## src/rtl/keccak_pad_block.sv

```systemverilog
// Keccak/SHA-3 multi-rate padder: packs word-serial input into RATE-bit blocks,
// inserts the domain-separation byte after the last data byte and sets the final pad bit.
module keccak_pad_block #(
   parameter int unsigned RATE   = 576,
   parameter int unsigned W      = 64,
   parameter logic [7:0]  DSBYTE = 8'h06
) (
   input  logic                      clk,
   input  logic                      reset,
   input  logic [W-1:0]              in,
   input  logic                      in_valid,
   input  logic                      is_last,
   input  logic [$clog2(W/8)-1:0]    byte_num,
   output logic                      in_ready,
   output logic [RATE-1:0]           out,
   output logic                      out_valid,
   output logic                      out_last,
   input  logic                      f_ack
);

   localparam int unsigned NW  = RATE / W;
   localparam int unsigned NB  = W / 8;
   localparam int unsigned BW  = $clog2(NB);
   localparam int unsigned WCW = (NW > 1) ? $clog2(NW) : 1;

   typedef enum logic [0:0] {StFill, StFull} state_e;

   state_e          state_q;
   logic [WCW-1:0]  wc_q;
   logic [RATE-1:0] out_q;
   logic [RATE-1:0] blk_d;
   logic            out_valid_q;
   logic            out_last_q;
   logic            in_ready_q;
   logic [W-1:0]    last_word;
   logic [W-1:0]    slot_word;

   // Later slots need no writes: the buffer is already zero at every block start.
   always_comb begin
      last_word = '0;
      for (int b = 0; b < NB; b++) begin
         if (BW'(b) < byte_num) begin
            last_word[W-1-8*b -: 8] = in[W-1-8*b -: 8];
         end else if (BW'(b) == byte_num) begin
            last_word[W-1-8*b -: 8] = DSBYTE;
         end
      end
      slot_word = is_last ? last_word : in;
      blk_d = out_q;
      for (int s = 0; s < NW; s++) begin
         if (wc_q == WCW'(s)) begin
            blk_d[RATE-1-s*W -: W] = slot_word;
         end
      end
      if (is_last) begin
         blk_d[7:0] = blk_d[7:0] | 8'h80;
      end
   end

   always_ff @(posedge clk or posedge reset) begin
      if (reset) begin
         state_q     <= StFill;
         wc_q        <= '0;
         out_q       <= '0;
         out_valid_q <= 1'b0;
         out_last_q  <= 1'b0;
         in_ready_q  <= 1'b1;
      end else begin
         unique case (state_q)
            StFill: begin
               if (in_valid) begin
                  out_q <= blk_d;
                  if (is_last || (wc_q == WCW'(NW - 1))) begin
                     state_q     <= StFull;
                     out_valid_q <= 1'b1;
                     out_last_q  <= is_last;
                     in_ready_q  <= 1'b0;
                     wc_q        <= '0;
                  end else begin
                     wc_q <= wc_q + 1'b1;
                  end
               end
            end
            StFull: begin
               if (f_ack) begin
                  state_q     <= StFill;
                  out_q       <= '0;
                  out_valid_q <= 1'b0;
                  out_last_q  <= 1'b0;
                  in_ready_q  <= 1'b1;
               end
            end
         endcase
      end
   end

   assign in_ready  = in_ready_q;
   assign out       = out_q;
   assign out_valid = out_valid_q;
   assign out_last  = out_last_q;

endmodule
```

## config.mk

```make
export PLATFORM = sky130hd
export DESIGN_NAME = keccak_pad_block
export DESIGN_NICKNAME = d
export VERILOG_FILES = /design/src/rtl/keccak_pad_block.sv
export SDC_FILE = /design/constraint.sdc
export NUM_CORES = 1
export LEC_CHECK = 0
export CAP_MARGIN = 20
export CORE_AREA = 5 5 252 254
export CTS_CLUSTER_DIAMETER = 40
export CTS_CLUSTER_SIZE = 28
export DETAILED_ROUTE_END_ITERATION = 7
export DIE_AREA = 0 0 257 259
export HOLD_SLACK_MARGIN = 0.06
export PLACE_DENSITY = 0.64
export SETUP_SLACK_MARGIN = 0.05
export SYNTH_ARGS = -nofsm -noshare
export SYNTH_HDL_FRONTEND = slang
export SYNTH_SLANG_ARGS = --single-unit
```

## constraint.sdc

```tcl
create_clock -name clk -period 22.9 [get_ports clk]
set_input_delay 4.58 -clock clk [delete_from_list [all_inputs] [get_ports clk]]
set_output_delay 4.58 -clock clk [all_outputs]
set_load 0.005 [all_outputs]
```

# --- After elaboration in Yosys (flattened, before gate mapping) ---
# Index checks and enable logic that the tools add are counted.
op_classes:
  add_sub_neg: 1
  n_lt_le_gt_ge: 8
  eq_ne: 28
  muxes: 46
  n_bitwise: 1
  n_reduce_logical: 16
ops:
  columns: ["op", "count"]
  rows:
  - ["576-bit 2-to-1 mux", 2]
  - ["576-bit case mux with 2 select lines", 1]
  - ["64-bit 2-to-1 mux", 10]
  - ["8-bit 2-to-1 mux", 9]
  - ["3-bit AND reduction", 11]
  - ["3-bit 2-to-1 mux", 8]
  - ["2-bit inequality test (second input constant)", 12]
  - ["4-bit by 3-bit == test with 1-bit output (second input constant)", 4]
  - ["3-bit == test (first input constant)", 4]
  - ["3-bit less-than comparator (first input constant)", 4]
  - ["1-bit 2-to-1 mux", 11]
  - ["4-bit by 2-bit == test with 1-bit output (second input constant)", 2]
  - ["1-bit case mux with 2 select lines", 4]
  - ["2-bit by 3-bit == test with 1-bit output (first input constant)", 2]
  - ["1-bit by 3-bit less-than comparator with 1-bit output (first input constant)", 2]
  - ["2-bit by 3-bit less-than comparator with 1-bit output (first input constant)", 2]
  - ["4-bit by 1-bit adder with 4-bit output (second input constant)", 1]
  - ["4-bit by 1-bit == test with 1-bit output (second input constant)", 1]
  - ["4-bit == test (second input constant)", 1]
  - ["4-bit logical NOT", 1]
  - ["4-bit 2-to-1 mux", 1]
  - ["2-bit AND reduction", 2]
  - ["1-bit by 3-bit == test with 1-bit output (first input constant)", 1]
  - ["3-bit logical NOT", 1]
  - ["other kinds (3)", 3]
word_totals:
  ff_bits: 584
  inputBits: 72
  elab_cells: 116

# --- Logic depth before layout (Yosys ltp) ---
depth:
  ltp_word: 8
  depth_mapped: 7
  mapped_depth_nobuf: 5

# --- Worst setup path before layout ---
# No wires, ideal clock.
synth_timing:
  path_type: "input-to-reg"
  startpoint: "in in_valid"
  endpoint: "reg out_q[462] (netlist: out[462])"
  setup_time_ns: 0.125
  arrival_time_ns: 5.878
  required_ns: 22.775
  slack_ns: 16.897
  path_stages: 6
  path_cell_list: "buf_4 nor2b_1 buf_2 a31oi_4 buf_2 mux2_2"
synth_between:
  elab_chain_len: 2
synth_rtl:
  columns: ["element", "line", "text"]
  rows:
  - ["start, declared", "11", "input logic in_valid,"]
  - ["2-bit inequality test (no source line)", null, null]
  - ["3-bit AND reduction (no source line)", null, null]
  - ["end signal, assigned", "72", "out_q <= blk_d;"]
  - ["end, declared", "30", "logic [RATE-1:0] out_q;"]
# No other way between the ends.
# A chain may end at the register's enable or synchronous reset.

==> key figures <==
Run status
  • Outcome: completed

Logic synthesis
  • Mapped Cells: approximately 1400
  • Synth Register Bits: slightly below 600
  • Sequential element share of the synthesized area: 0.6393
  • Post-synth ARST share: 1.000
  • Dominant synthesized flop cell: dfrtp_1
  • Post-synth EDFFs: 0
  • Syn. warnings: 0
  • Netlist cell types: 56
  • Synth area leader: dfrtp_1
  • Avg Synthesized Cell Area: 15.85 sq um
  • Cell Area, Synth: between 0.02 and 0.025 sq mm
  • Mapped Nets: about 1500
  • Top cells by area, synth: dfrtp_1 (64%), mux2_2 (18%), mux2_1 (6.1%), o2bb2ai_1 (2.1%), buf_2 (0.99%)
  • Post-synth top area share: 0.6382

Final layout
  • Area grow syn2layout: 46.74%
  • Final nets: approximately 2200
  • Layout cells sized above 1: 0.2829

Timing
  • Max Clock Freq: 131.1 MHz
  • Clock skew: approximately 20 ps
  • Final setup viols: 0
  • Fin Setup TNS: 0 ps
  • Relative slew slack: 0.2457
  • RSZ-0062 raised after global routing: false
  • Period utilization: 0.3331
  • Slew @ Worst Pin: ~1100 ps
  • Hold Vio Cnt, Final: 0
  • Tmin final: around 7600 ps
  • Slew Viols, Final: 0

Critical path
  • Crit-path slowest cell: buf_4
  • Reg2Reg Depth: 5
  • Worst-path cell chain: clkdlybuf4s50_1, inv_8, buf_4, buf_4, buf_4
  • Crit-path max cell delay: approximately 850 ps
  • Critical path arrival: 8300 ps
  • Nature of the critical path endpoint: asynchronous set/reset pin
  • Worst Setup Start Kind: input pin
  • Worst endpoint required time: 23580 ps
  • CP max FO: 130
  • Most used cell, CP: buf_4
  • Setup Crit Path Kind: input pin to asynchronous set/reset pin
  • Worst reg2reg path startpoint: state_q$_DFF_PP0_
  • RR Endpoint: out[123]$_DFFE_PP0P_
  • R2R Setup Slk: approximately 19000 ps

Floorplan
  • Die Span Y: approximately 260 um
  • Initial Utilization: 0.3746
  • Die ar.: 0.06656 sq mm
  • Die X: 257 um
  • IO Count: 651
  • Core ar.: slightly above 0.06 sq mm
  • Rows: a little over 90

Clock tree
  • Worst-Skew Late Latency: 620 ps
  • Clk buf depth: 3
  • Htree depth: 3
  • Clock transition at path regs: ~50 ps
  • Post-CTS sizing: 0
  • Clock root cell: clkbuf_16
  • Number of setup buffers added after CTS: 0
  • Clock sinks: ~580
  • Number of buffers created by CTS: 91
  • CTS tree: done
  • Hold Buf Count CTS: 0

GRT
  • First-pass GRT wire length: roughly 120000 um
  • Vias in the first global route: about 17000
  • Overflow after GRT: 0
  • Pin count of the biggest net entering global routing: 131
  • GR Util All Layers: 0.2320
  • Initial antenna violation count: 2

Placed design
  • PortBufs: between 600 and 700
  • DPL Wire Length: ~55000 um
  • Gp weighted congestion: about 0.8

Min path
  • Hold path startpoint: out[86]$_DFFE_PP0P_
  • Worst hold-check path type: flop to flop
  • Worst Hold Depth: 1
  • Worst Hold Endpoint: out[86]$_DFFE_PP0P_

Power and ir drop
  • Pwr per Cell Area: roughly 140 mW/mm^2
  • PnR Total Power: about 4800 uW
  • LEAKAGE: 0.01491 uW
  • Max VDD drop: between 0.00006 and 0.00007 V

Routing
  • # DRC: 0
  • Post-Route WL: between 70000 and 80000 um
  • Via count: 15580
  • Avg WL per Cell: between 20 and 30 um
  • Routed vias/inst: between 5 and 6
  • Initial DRT Pass Iterations: 5
  • First DRT Iteration DRCs: 735
  • Antenna viol nets, final: 0

Job
  • Max Cap Violations: 0
-- cell usage after synthesis (4+ instances only) --
master	instances
mux2_1	123
a211oi_2	8
inv_1	21
buf_6	8
buf_2	45
buf_4	17
mux2_4	8
o211ai_1	18
nor2b_1	5
nand2_1	7
nor3b_1	25
dfrtp_1	583
o31ai_1	18
a21oi_1	19
ha_1	4
mux2_2	373
and2_1	7
nor2_1	5
a211oi_1	6
nand3_1	7
nand2b_1	17
clkbuf_1	16
o2bb2ai_1	54
-- per-stage QoR --
step	instances	cell area [sq um]	util	hold slack [ps]	setup slack, ps
2_1_floorplan	1442	22860	-	474.1	1980
3_3_place_gp	2838	30220	0.4952	467.3	14500
3_5_place_dp	2841	30240	0.4956	473.0	14380
4_1_cts	3009	33470	0.5485	486.0	15030
5_1_grt	3018	33540	0.5495	501.1	14710
6_report	3021	33540	0.5497	485.3	15270
-- where the power goes --
part           switching [uW]  total (uW)  leakage (uW)  internal, uW
Combinational             635        1650       0.00582          1010
Sequential                237        1670       0.00755          1440
Clock                     518        1430       0.00155           914
-- cell type report --
cell class	instances	area, sq um
diodes	4	10.01
inverters	22	90.09
flip-flops and latches	584	14620
repair buffers	703	6903
clock inverters	53	710.7
multi-input cells	750	7705
well taps	790	988.4
fillers	4968	27480
clock buffers	115	2519
-- worst max-delay path by stage --
stage / cells after the start / from / to
CTS: 5 / reset / out[15]$_DFFE_PP0P_
global placement: 5 / reset / out[404]$_DFFE_PP0P_
detailed placement: 5 / reset / out[404]$_DFFE_PP0P_
floorplan: 1 / reset / out[0]$_DFFE_PP0P_
finish: 5 / reset / out[275]$_DFFE_PP0P_
global route: 5 / reset / out[79]$_DFFE_PP0P_
-- layout by cell type (no fill, tap or decap), drive strengths merged, types with 11 or more instances in the layout --
cell type,Yosys,layout
dfrtp,583,583
bufinv,0,11
inv,21,31
o31ai,18,18
mux2,504,504
clkinv,1,22
a211oi,14,14
a21oi,24,24
nand2b,17,17
clkbuf,16,115
nor3b,26,26
buf,70,54
o211ai,18,18
o2bb2ai,54,54
clkinvlp,0,11
clkdlybuf4s50,0,649
-- per-layer routing --
metal | up-vias | global-route usage | wire [um]
met1 | 8212 | 0.2796 | 30950
met3 | 137 | 0.06108 | 5074
met4 | 0 | 0.09723 | 3288
met5 | - | 0 | 0
met2 | 565 | 0.3967 | 40130
li1 | 6667 | - | -
-- state kept, by name, summed over array words and instances (netlist names) --
| name | flops |
|---|---|
| wc_q | 4 |
| state_q | 1 |
| out_last | 1 |
| in_ready | 1 |
| out | 576 |
| out_valid | 1 |
-- worst max-delay path: cells and delay by family --
family | cells | cell delay [ps]
buffers and inverters | 5 | 3490
-- cells by family (layout without fill, tap and decap cells) --
kind of cell,Yosys count,after routing,share of synthesized area
buffers and inverters,108,893,0.02561
adder cells (fa/ha/maj),4,4,0.002189
other,0,4,0
AND/OR/NAND/NOR,94,94,0.02830
flip-flops,584,584,0.6393
AO/OA/AOI/OAI,144,144,0.05336
XOR/XNOR,2,2,0.0007664
multiplexers,506,506,0.2505
(Power assumes the default switching activity.)
